**src/rtl/pipe_pkg.sv**
```systemverilog
// pipe_pkg: control-bundle types and widths shared by the pipeline boundary stages
package pipe_pkg;
  localparam int CTRL_MW_W = 3;
  typedef struct packed {
    logic       reg_write;
    logic [1:0] result_src;
  } ctrl_mw_t;
  typedef struct packed {
    logic       reg_write;
    logic [1:0] result_src;
    logic       mem_write;
  } ctrl_em_t;
  typedef struct packed {
    logic       reg_write;
    logic [1:0] result_src;
    logic       mem_write;
    logic       jump;
    logic       branch;
    logic [2:0] alu_ctrl;
    logic       alu_src;
  } ctrl_de_t;
  localparam int CTRL_EM_W = $bits(ctrl_em_t);
  localparam int CTRL_DE_W = $bits(ctrl_de_t);
  localparam ctrl_mw_t CTRL_MW_NOP = '0;
  localparam ctrl_em_t CTRL_EM_NOP = '0;
  localparam ctrl_de_t CTRL_DE_NOP = '0;
endpackage

```
**src/rtl/pipe_ctrl_stage.sv**
```systemverilog
// pipe_ctrl_stage: valid/ready control-bundle pipeline stage with optional skid buffer and stall counter
module pipe_ctrl_stage import pipe_pkg::*; #(
  parameter int               WIDTH     = CTRL_MW_W,
  parameter logic [WIDTH-1:0] RESET_VAL = '0,
  parameter bit               SKID      = 1'b1,
  parameter int               CNT_W     = 16
) (
  input  logic             clk,
  input  logic             reset,
  input  logic             flush,
  input  logic             in_valid,
  output logic             in_ready,
  input  logic [WIDTH-1:0] in_data,
  output logic             out_valid,
  input  logic             out_ready,
  output logic [WIDTH-1:0] out_data,
  output logic [CNT_W-1:0] stall_cnt
);
  logic             main_v;
  logic [WIDTH-1:0] main_d;
  logic             in_fire;
  logic             out_fire;
  assign in_fire   = in_valid && in_ready;
  assign out_fire  = main_v && out_ready;
  assign out_valid = main_v;
  assign out_data  = main_d;
  // main_d is forced to RESET_VAL whenever main_v drops, so no output mux is needed
  generate
    if (SKID) begin : g_skid
      logic             skid_v;
      logic [WIDTH-1:0] skid_d;
      assign in_ready = !skid_v;
      always_ff @(posedge clk)
        if (reset || flush) begin
          main_v <= 1'b0;
          main_d <= RESET_VAL;
          skid_v <= 1'b0;
          skid_d <= RESET_VAL;
        end else if (out_fire && skid_v) begin
          main_d <= skid_d;
          skid_v <= 1'b0;
          skid_d <= RESET_VAL;
        end else if (in_fire && (!main_v || out_fire)) begin
          main_v <= 1'b1;
          main_d <= in_data;
        end else if (in_fire) begin
          skid_v <= 1'b1;
          skid_d <= in_data;
        end else if (out_fire) begin
          main_v <= 1'b0;
          main_d <= RESET_VAL;
        end
      a_skid_needs_main: assert property (@(posedge clk) disable iff (reset) !(skid_v && !main_v));
      a_no_triple: assert property (@(posedge clk) disable iff (reset) !(out_fire && skid_v && in_fire));
    end else begin : g_single
      assign in_ready = !main_v || out_ready;
      always_ff @(posedge clk)
        if (reset || flush) begin
          main_v <= 1'b0;
          main_d <= RESET_VAL;
        end else if (in_fire) begin
          main_v <= 1'b1;
          main_d <= in_data;
        end else if (out_fire) begin
          main_v <= 1'b0;
          main_d <= RESET_VAL;
        end
    end
  endgenerate
  always_ff @(posedge clk)
    if (reset) stall_cnt <= '0;
    else if (main_v && !out_ready && stall_cnt != '1) stall_cnt <= stall_cnt + 1'b1;
  a_idle_data: assert property (@(posedge clk) disable iff (reset) !out_valid |-> out_data == RESET_VAL);
  a_stall_hold: assert property (@(posedge clk) disable iff (reset)
    out_valid && !out_ready && !flush |=> $stable(out_data));
endmodule
```
**config.mk**
```make
export PLATFORM = sky130hd
export DESIGN_NAME = pipe_ctrl_stage
export DESIGN_NICKNAME = d
export VERILOG_FILES = /design/src/rtl/pipe_pkg.sv /design/src/rtl/pipe_ctrl_stage.sv
export SDC_FILE = /design/constraint.sdc
export NUM_CORES = 1
export LEC_CHECK = 0
export CORE_AREA = 2 2 74 62
export CTS_BUF_LIST = sky130_fd_sc_hd__clkbuf_16
export DETAILED_ROUTE_END_ITERATION = 6
export DIE_AREA = 0 0 76 64
export GPL_TIMING_DRIVEN = 0
export PLACE_DENSITY = 0.52
export SYNTH_ARGS = -nofsm -noshare
export SYNTH_HDL_FRONTEND = slang
export SYNTH_SLANG_ARGS = --single-unit
```
**constraint.sdc**
```tcl
create_clock -name clk -period 4.85 [get_ports clk]
set_input_delay 0.485 -clock clk [delete_from_list [all_inputs] [get_ports clk]]
set_output_delay 0.485 -clock clk [all_outputs]
set_load 0.01 [all_outputs]
```
# Yosys cells after proc, flatten, opt, wreduce, memory -nomap -nowiden
# Cells that the tools add are included.
# Widths: inputs -> output; s select.
dict set report word_totals {
  regBits 24
  latch_bits 0
  ramBits 0
  romBits 0
  output_inout_bits 21
  memories 0
}
dict set report classes {
  n_addsub 1
  n_mul 0
  n_div 0
  magnitude_cmp 0
  eq_ne 3
  shift 0
  n_mux 7
  bitwise_logic 2
  reduce_logical 17
}
# operator n
set ops {}
lappend ops {{$add 16x1->16 const B} 1}
lappend ops {{$ne 16x16->1 const B} 1}
lappend ops {{$mux 3} 4}
lappend ops {{$logic_and 1x1->1} 6}
lappend ops {{$reduce_and 2->1} 2}
lappend ops {{$logic_not 1->1} 3}
lappend ops {{$mux 1} 3}
lappend ops {{$ne 3x1->1 const B} 1}
lappend ops {{$reduce_and 3->1} 1}
lappend ops {{$reduce_bool 3->1} 1}
lappend ops {{$logic_or 1x1->1} 2}
lappend ops {{$ne 2x1->1 const B} 1}
lappend ops {{$not 1->1} 2}
lappend ops {{$reduce_bool 2->1} 1}
lappend ops {{$reduce_or 2->1} 1}

# Depth between registers and ports, before layout
dict set report logic_depth {
  depth_word 5
  depth_mapped 6
  depth_no_buf 5
}

# Worst setup path after synthesis
# No wires, ideal clock.
dict set report synth_timing {
  path_type {flip-flop to flip-flop}
  start {register stall_cnt[0]}
  end {register stall_cnt[2]}
  setup_ps 73
  arrival_time_ps 1614
  required_ps 4777
  slack_ps 3163
  path_stages_with_launch 7
  path_buffers 1
  period_less_slack_ps 1687
  cell_sequence {dfxtp_1 -> ha_1 -> nand3_2 -> nor4_4 -> buf_6 -> and4b_1 -> nor3_2}
}
dict set report synth_via {
  elab_chain_len 2
  word_cells_on_any_way 3
  classes_between {1 x add/sub; 1 x eq/ne; 1 x reduce/logical}
}
# element line_no
set synth_lines {}
lappend synth_lines {{from (decl)} pipe_ctrl_stage.sv:17} ;# output logic [CNT_W-1:0] stall_cnt
lappend synth_lines {{from (signal assigned)} pipe_ctrl_stage.sv:72} ;# else if (main_v && !out_ready && stall_cnt != '1) stall_cnt <= stall_cnt + 1'b1;
lappend synth_lines {{branches (longest 2 deep; another with $add 16x1->16)} n/a}
# Several ways; the timed one is not identified.
# A chain may end at the register's enable or synchronous reset.

# Final worst setup path
dict set report layout_timing {
  start {input port out_ready}
  end {register stall_cnt[13]}
}
dict set report layout_via {
  elab_chain_len 3
}
# element line_no
set layout_lines {}
lappend layout_lines {{from (decl)} pipe_ctrl_stage.sv:15} ;# input logic out_ready,
lappend layout_lines {{$logic_not 1->1} pipe_ctrl_stage.sv:72}
lappend layout_lines {{$logic_and 1x1->1 (2 in series)} pipe_ctrl_stage.sv:72}
# No other way between the ends.

==> results.txt <==
Post-route DRC: 0
Hold-fix buffers at CTS: 0
RR Startpoint: stall_cnt[0]
Final worst-path cycle share: 0.4220
Routed Wire Length: 2942 um
DP HPWL: 2203 um
First-iteration detailed-routing DRC count: 33
Final setup TNS: 0 ns
Crit path required time: 5.00 ns
Placer congestion estimate: 0.7374
Diode count: 0
Largest stage delay on the critical path: 0.52 ns
Status: finished, final reports clean
Syn_area_per_cell: 8.604 um2
Finished Layout Cells: 226
Gr usage total: 0.1287
Buffers on Ports: 27
Reg2reg path depth: 6
R2R setup slack: 2.97 ns
Crit path kind: input port to flip-flop
Row count: 21
Area growth syn-to-layout: 35.41%
Slowest CP cell: clkdlybuf4s50_1
Layout cell share with drive strength beyond 1: 0.07101
Slew HR: 0.6443
Worst setup SP type: input port
Worst setup EP type: flip-flop
Worst Skew: 0.002556 ns
Die X: 76 um
Max Cap Viol: 0
Clk root buf: clkbuf_16
Number of vias per cell: 5.013
Vias in the first global route: 1,080
Io pins: 29
Power per Cell Area: 253.4 mW/mm2
Slew Limit Fails: 0
Sequential-to-total area share from yosys stat: 0.4046
Peak supply drop: 0.1269 mV
Initial Utilization: 0.2916
Sink Count: 24
Drt wl/cell: 13.02 um
Crit-path cells: clkdlybuf4s50_1, and4b_1, nand2_2, nor4_1, mux2_1
Clock-pin slew of the registers on the worst-case setup and hold paths: 0.06 ns
CTS Buf Count: 3
Worst reg2reg path endpoint: stall_cnt[2]
CTS tree: done
Nets: 179
Post-CTS setup buffer count: 0
DRT antenna net count: 0
Min-delay src: g_skid.skid_d[1]
WHS Endpoint: g_skid.skid_d[1]
Fmax: 488.6 MHz
Area of the die: 0.004864 mm2
Final Hold Viols: 0
DR vias: 1,133
LEAKAGE: 0.0005561 uW
Most frequent cells in the layout: 27 x clkdlybuf4s50_1, 24 x dfxtp_1, 15 x nor2_1
Register bit total from synthesis: 24
Synthesis Warnings: 0
TritonRoute pass-1 iters: 4
Largest net degree at the start of global routing: 14
Main synth FF type: dfxtp_1
Synth Instances: 138
First-pass GRT wire length: 5064 um
CTS H-tree depth: 1
Setup-failing EPs final: 0
Overflow after GRT: 0
Hold depth: 2
Mapped Nets: 147
Tot Pwr: 407.4 uW
Worst-Skew Late Latency: 0.26 ns
Commonest non-fill, non-tap cell in the layout: clkdlybuf4s50_1
Core Area: 0.004073 mm2
Die Height: 64 um
Cts repair resizes: 0
Post-Synthesis Cell Area: 0.001187 mm2
RSZ-0062 raised after global routing: false
Critical path fanouts, max: 9
Crit path arrival time: 2.19 ns
CTS Buffer Depth: 2
Post-synthesis async set-or-reset flop share: 0
Number of synthesized flops with an enable pin: 0
Netlist cell types: 40
Worst Hold Class: flip-flop to flip-flop
Initial antenna violation count: 0
Min cycle time layout: 2.046 ns
Placed instance count: 222
Slew @ Worst Pin: 0.5336 ns
## cell families (layout without fill, tap and decap cells)
family	Yosys count	count (layout)	synth area share
AO/OA/AOI/OAI	35	35	0.1707
flip-flops	24	24	0.4046
multiplexers	5	5	0.04426
adder cells (fa/ha/maj)	1	1	0.01054
AND/OR/NAND/NOR	67	67	0.3435
buffers and inverters	6	37	0.02634
## critical path: cells and delay by family
family	cells	cell delay, ns
buffers and inverters	1	0.52
and+or+nand+nor	3	0.84
muxes	1	0.34
## cell type report
type	count	area, um2
Buffer	4	23.77
Clock buffer	3	75.07
Clock inverter	1	3.754
Fill cell	414	2465
Inverter	2	7.507
Multi-Input combinational cell	108	675.6
Sequential cell	24	480.5
Tap cell	57	71.32
Timing Repair Buffer	27	270.3
## Yosys cell counts (2+ instances only)
cell type  instances  area (um2)
nor2b_1            2       12.51
and3_1             5       31.28
a211oi_1           2       15.01
nor4b_1            2       17.52
dfxtp_1           24       480.5
nand4_2            2       25.02
nand3_1            4       20.02
a21oi_1           14       70.07
nand2_1            9       33.78
or4_1              5       37.54
or3_1              3       18.77
and4b_1            2       20.02
o31ai_1            5       37.54
a31oi_1            2       12.51
o21ai_0            9       45.04
nor2_1            15       56.30
nor3_1             6       30.03
inv_1              2       7.510
clkbuf_1           2       7.510
mux2i_1            3       30.03
## worst max path at each step
stage	slack, ns	start	to
CTS	2.80	out_ready	stall_cnt[13]
floorplan	3.16	stall_cnt[0]	stall_cnt[2]
global route	2.72	out_ready	stall_cnt[13]
detailed placement	2.53	out_ready	stall_cnt[13]
global placement	2.53	out_ready	stall_cnt[13]
finish	2.80	out_ready	stall_cnt[13]
## per-stage QoR
step / hold slack (ns) / cell area [um2] / setup WS (ns) / utilization
3_3_place_gp: 0.4805 / 1529 / 2.533 / 0.3754
3_5_place_dp: 0.4884 / 1529 / 2.528 / 0.3754
4_1_cts: 0.5037 / 1608 / 2.799 / 0.3948
2_1_floorplan: 0.4547 / 1187 / 3.163 / -
6_report: 0.5025 / 1608 / 2.804 / 0.3948
5_1_grt: 0.5378 / 1608 / 2.718 / 0.3948
## flip-flops by register name (all words and copies together) (netlist names)
name / count
out_data: 3
out_valid: 1
g_skid.skid_v: 1
stall_cnt: 16
g_skid.skid_d: 3
## where the power goes
| part | switching [uW] | internal [uW] |
|---|---|---|
| sequential | 1.93 | 199 |
| combinational | 12.6 | 11.8 |
| clock | 71.6 | 110 |
| total | 86.1 | 321 |
## metal layers
metal / up-vias / share of wire / GRT usage
li1: 581 / - / -
met5: - / 0 / 0
met3: 5 / 0.033 / 0.03390
met2: 15 / 0.45 / 0.2076
met1: 532 / 0.50 / 0.1637
met4: 0 / 0.019 / 0.05455
Note: power is estimated with default switching activity, not from simulation.
